==> config.mk <==
export PLATFORM = sky130hd
export DESIGN_NAME = lnx_arbiter
export DESIGN_NICKNAME = d
export VERILOG_FILES = /design/src/rtl/lnx_arbiter.sv
export SDC_FILE = /design/constraint.sdc
export NUM_CORES = 1
export LEC_CHECK = 0
export ABC_AREA = 1
export BUFFER_PORTS_ARGS = -buffer_cell sky130_fd_sc_hd__buf_2
export CAP_MARGIN = 0
export CORE_MARGIN = 8
export CORE_UTILIZATION = 45
export CTS_BUF_LIST = sky130_fd_sc_hd__clkbuf_8
export DETAILED_ROUTE_END_ITERATION = 7
export GPL_TIMING_DRIVEN = 0
export HOLD_SLACK_MARGIN = 0.15
export PLACE_DENSITY = 0.79
export SLEW_MARGIN = 20
export SYNTH_ARGS = -nofsm -noshare
export SYNTH_HDL_FRONTEND = slang
export SYNTH_SLANG_ARGS = --single-unit
==> constraint.sdc <==
create_clock -name CLK -period 1.8 [get_ports CLK]
set_input_delay 0.36 -clock CLK [delete_from_list [all_inputs] [get_ports CLK]]
set_output_delay 0.36 -clock CLK [all_outputs]
set_load 0.01 [all_outputs]
==> src/rtl/lnx_arbiter.sv <==
// lnx_arbiter: four-way round-robin front end for one shared Lnx core.
// Each job runs IDLE -> ISSUE -> WAIT -> RESP. A timeout aborts a job
// whose core never answers, and the job then completes with ERR set.
module lnx_arbiter #(
  parameter int WIDTH   = 16,
  parameter int TIMEOUT = 255
) (
  input  logic               CLK,
  input  logic               RESETstage,
  input  logic [3:0]         REQ,
  input  logic [4*WIDTH-1:0] X_IN,
  output logic [3:0]         GNT,
  output logic [3:0]         DONE,
  output logic [WIDTH-1:0]   Y_OUT,
  output logic               ERR,
  output logic               BUSY,
  output logic               CORE_START,
  output logic [WIDTH-1:0]   CORE_X,
  input  logic               CORE_VALID,
  input  logic [WIDTH-1:0]   CORE_Y
);

  // The timer is at least 8 bits wide and grows if TIMEOUT needs more.
  localparam int TW_RAW = $clog2(TIMEOUT + 1);
  localparam int TW     = (TW_RAW > 8) ? TW_RAW : 8;
  localparam logic [TW-1:0] TMO = TW'(TIMEOUT);

  typedef enum logic [1:0] {S_IDLE, S_ISSUE, S_WAIT, S_RESP} state_e;

  state_e              state_q, state_d;
  logic [1:0]          last_q, last_d;
  logic [1:0]          owner_q, owner_d;
  logic [1:0]          winner;
  logic [TW-1:0]       timer_q, timer_d;
  logic [WIDTH-1:0]    core_x_q, core_x_d;
  logic [WIDTH-1:0]    y_q, y_d;
  logic                err_q, err_d;
  logic [3:0][WIDTH-1:0] x_vec;

  assign x_vec = X_IN;

  // Round-robin pick. The search starts at last+1. The loop walks the
  // offsets from far to near, so the nearest requester is written last
  // and wins. Offset 4 wraps back to last, so that requester ranks last.
  always_comb begin
    winner = last_q;
    for (int i = 4; i >= 1; i--) begin
      if (REQ[last_q + 2'(i)]) winner = last_q + 2'(i);
    end
  end

  // Next-state and datapath update for the job FSM.
  always_comb begin
    state_d  = state_q;
    last_d   = last_q;
    owner_d  = owner_q;
    timer_d  = timer_q;
    core_x_d = core_x_q;
    y_d      = y_q;
    err_d    = err_q;
    case (state_q)
      S_IDLE: begin
        if (|REQ) begin
          owner_d  = winner;
          core_x_d = x_vec[winner];
          state_d  = S_ISSUE;
        end
      end
      S_ISSUE: begin
        timer_d = '0;
        state_d = S_WAIT;
      end
      S_WAIT: begin
        timer_d = (timer_q == '1) ? timer_q : timer_q + 1'b1;
        // A core answer in the same cycle as the timeout takes priority.
        if (CORE_VALID) begin
          y_d     = CORE_Y;
          err_d   = 1'b0;
          state_d = S_RESP;
        end else if (timer_q == TMO) begin
          y_d     = '0;
          err_d   = 1'b1;
          state_d = S_RESP;
        end
      end
      S_RESP: begin
        last_d  = owner_q;
        state_d = S_IDLE;
      end
      default: state_d = S_IDLE;
    endcase
  end

  // State registers. Reset sets last to 3, so requester 0 is searched first.
  always_ff @(posedge CLK or negedge RESETstage) begin
    if (!RESETstage) begin
      state_q  <= S_IDLE;
      last_q   <= 2'd3;
      owner_q  <= 2'd0;
      timer_q  <= '0;
      core_x_q <= '0;
      y_q      <= '0;
      err_q    <= 1'b0;
    end else begin
      state_q  <= state_d;
      last_q   <= last_d;
      owner_q  <= owner_d;
      timer_q  <= timer_d;
      core_x_q <= core_x_d;
      y_q      <= y_d;
      err_q    <= err_d;
    end
  end

  // Grant and done decode for each requester. Both are gated by the state,
  // so they are one-hot and can never be high in the same cycle.
  for (genvar g = 0; g < 4; g++) begin : g_lane
    assign GNT[g]  = (state_q == S_ISSUE) && (owner_q == 2'(g));
    assign DONE[g] = (state_q == S_RESP)  && (owner_q == 2'(g));
  end

  assign CORE_START = (state_q == S_ISSUE);
  assign BUSY       = (state_q != S_IDLE);
  assign CORE_X     = core_x_q;
  assign Y_OUT      = y_q;
  assign ERR        = err_q;

endmodule

==> flow_metrics.tcl <==
set metrics [dict create \
    design_area_sq_mm 0.00432 \
    yosysWarningCount 0 \
    final_cells 697 \
    insertion_delay_ns 0.29 \
    io_buffers 129 \
    dp_slack_ns -0.216 \
    rsz0062_at_grt "true" \
    tightest_slew_ns 0.574 \
    max-cap-violations 0 \
    grt_usage_pct 18.5 \
    path_cells "buf_6 -> nand2_1 -> nand2_2 -> nand2_1 -> nand2_2 -> nand2_4 -> nand2_8 -> nand2_8 -> nand2_8 -> buf_8 -> nand2_1 -> nand3_1 -> nand2_1 -> nand2_1 -> nand2_1" \
    fp-row-count 30 \
    synthArstFlopShare_pct 100 \
    place.gp.congestion 0.858 \
    wl_mm 9.50 \
    grt_pass1_vias 3430 \
    die_area_sq_mm 0.00990 \
    cp_num_buf_inv 2 \
    vias 3369 \
    p_per_area_mw_per_mm2 1990 \
    peakVddDrop_v 0.000802 \
    slew_headroom_pct 61.7 \
    cts_max_path_buffers 2 \
    end_kind "flop" \
    ys.flop_type "dfrtp_1" \
    seqCellArea_sq_mm 0.00118 \
    core_area_sq_mm 0.00676 \
    multi_input_area_sq_mm 0.00165 \
    grt_start_max_net_pins 48 \
    synth_nets 560 \
    min-delay-path-class "in2reg" \
    finalMaxSlewViolations 0 \
    cp_slowest_cell "dfstp_2" \
    syn_avg_cell_area_sq_um 6.71 \
    finalClockSkew_ns 0.00714 \
    crit_family "simple AND/OR/NAND/NOR gates" \
    first_pass_iters 4 \
    path_class "reg2reg" \
    cts_made_buffers 5 \
    tns_ns -1.72 \
    dpl_cell_area_sq_mm 0.00388 \
    placed_cells 676 \
    antenna_left 0 \
    clk_pin_slew_ns 0.08 \
    num-fill-cells 622 \
    finalHoldViolCount 0 \
    crit_arrival_ns 2.12 \
    synth_edf_count 0 \
    area_growth_pct 37.8 \
    vias_per_cell 4.83 \
    drt-initial-drc-count 157 \
    cts_tree "done" \
    clock-root-buffer "clkbuf_8" \
    cts-htree-levels 2 \
    violations "setup timing" \
    synth_cell_type_count 29 \
    synth-seq-cells 47 \
    path_common_cell "nand2_1" \
    routedWlPerCell_um 13.6 \
    syn_area_sq_mm 0.00314 \
    seq_area_frac_synth_pct 37.6 \
    drive_above_1_share_pct 34.5 \
    fmax_ghz 0.518 \
    overflow 0 \
    cp-start-kind "flop" \
    antenna_found_initial 0 \
    required_ns 1.99 \
    n_antenna_cell 0 \
    final_util_pct 64.0 \
    crit_fanout 6 \
    p_leak_nw 2.58 \
    fp.dieW_um 99.5 \
    synthCells 467 \
    status "complete, but fails checks" \
    start_util_pct 46.4 \
    setup_viol 17 \
    cts_num_sinks 47 \
    top_level_ports 130 \
    finalCritPeriodShare_pct 107 \
    die_h_um 99.5 \
    setup_ws_ns -0.129 \
    critPathMaxStageDelay_ns 0.58 \
    final_nets 710 \
    dp_hpwl_mm 7.21 \
    period_needed_ns 1.93 \
    grt_pass1_wl_mm 15.5 \
    drc 0 \
]
==> tightest hold or removal path: stages <==
cell	delay, ns
buf_2	0.07
nand2_1	0.04
nand2_1	0.05
==> final timing paths <==
check | from | to | slack (ns) | cells past startpoint
max | last_q[0] | CORE_X[9] | -0.13 | 15
min | CORE_Y[7] | Y_OUT[7] | 0.26 | 3
max reg2reg | last_q[0] | CORE_X[9] | -0.13 | 15
min reg2reg | CORE_X[12] | CORE_X[12] | 0.49 | 2
max in group asynchronous | RESETstage | last_q[0] | 0.80 | 2
min in group asynchronous | RESETstage | Y_OUT[3] | 0.62 | 2
==> flip-flops by register name (all words and copies together) (netlist names) <==
name	cells
CORE_X	16
Y_OUT	16
timer_q	8
last_q	2
owner_q	2
state_q	2
ERR	1
==> kinds of logic after synthesis <==
group	Yosys count	synth area share (%)
adder cells (fa/ha/maj)	6	2.39
buffers and inverters	108	15.0
AO/OA/AOI/OAI	27	4.67
XOR/XNOR	1	0.279
AND/OR/NAND/NOR	278	40.1
flip-flops	47	37.6
==> report_power, final <==
group	switching (mW)	total, mW	leakage (nW)	internal, mW
sequential	0.307	1.84	0.588	1.54
clock	0.325	0.627	0.0470	0.302
combinational	3.59	6.13	1.95	2.54
==> per-stage QoR <==
stage          hold WS [ns]  power [mW]
5_1_grt               0.258        9.36
3_5_place_dp          0.472        6.81
2_1_floorplan        0.0644        5.39
6_report              0.259        8.60
3_3_place_gp          0.460        6.67
4_1_cts               0.250        8.04
==> metal layers <==
| metal | vias up | wire (um) | track usage [%] |
|---|---|---|---|
| met1 | 1471 | 3920 | 21.3 |
| li1 | 1752 | - | - |
| met2 | 134 | 4500 | 31.9 |
| met3 | 12 | 976 | 6.49 |
| met4 | 0 | 106 | 4.89 |
| met5 | - | 0 | 0 |
==> timing repair <==
| action | in CTS | in global routing |
|---|---|---|
| cloned | 1 | 1 |
| hold buffers | 0 | 1 |
| pin swaps | 3 | 14 |
| gates resized for setup | 19 | 37 |
| setup buffers | 10 | 3 |
| hold endpoints to repair | 0 | 45 |
| setup endpoints to repair | 36 | 45 |
==> area by class of cell <==
| class | count | share of cell area [%] |
|---|---|---|
| Timing Repair Buffer | 145 | 18.6 |
| Multi-Input combinational cell | 312 | 38.2 |
| Inverter | 89 | 7.99 |
| Tap cell | 80 | 2.32 |
| Clock buffer | 6 | 1.91 |
| Clock inverter | 1 | 0.116 |
| Buffer | 17 | 3.59 |
| Sequential cell | 47 | 27.3 |
==> cell usage after synthesis, drive strengths merged, types with 2 or more instances <==
library cell / count / share of area, %
a21oi: 8 / 1.3
buf: 13 / 3.5
clkbuf: 6 / 0.72
clkinv: 2 / 0.24
dfrtp: 45 / 36
dfstp: 2 / 1.7
ha: 6 / 2.4
inv: 87 / 11
nand2: 158 / 21
nand3: 101 / 17
nor2: 9 / 1.1
nor3: 6 / 0.96
nor4: 2 / 0.40
o21ai: 15 / 2.5
o22ai: 3 / 0.60
==> cells in the final DEF (no fill, tap or decap), types with 2 or more instances in the layout <==
| cell | Yosys | final |
|---|---|---|
| dfstp_2 | 2 | 2 |
| o22ai_1 | 3 | 3 |
| nor2_4 | 0 | 2 |
| clkbuf_1 | 6 | 3 |
| nand2_8 | 0 | 4 |
| clkinv_2 | 0 | 2 |
| a21oi_1 | 8 | 8 |
| o21ai_2 | 1 | 2 |
| nand2_2 | 5 | 15 |
| nand2_1 | 148 | 137 |
| buf_4 | 5 | 15 |
| nand3_4 | 1 | 3 |
| nor2_1 | 9 | 6 |
| inv_1 | 83 | 82 |
| nor3_1 | 6 | 3 |
| clkbuf_8 | 0 | 6 |
| ha_1 | 6 | 5 |
| nor3_2 | 0 | 3 |
| nand3_2 | 1 | 4 |
| buf_2 | 3 | 129 |
| dfrtp_1 | 45 | 45 |
| nand3_1 | 99 | 94 |
| o21ai_0 | 13 | 11 |
| inv_2 | 2 | 3 |
| buf_6 | 5 | 10 |
| inv_4 | 2 | 2 |
| nand2_4 | 5 | 2 |
(Power assumes the default switching activity.)
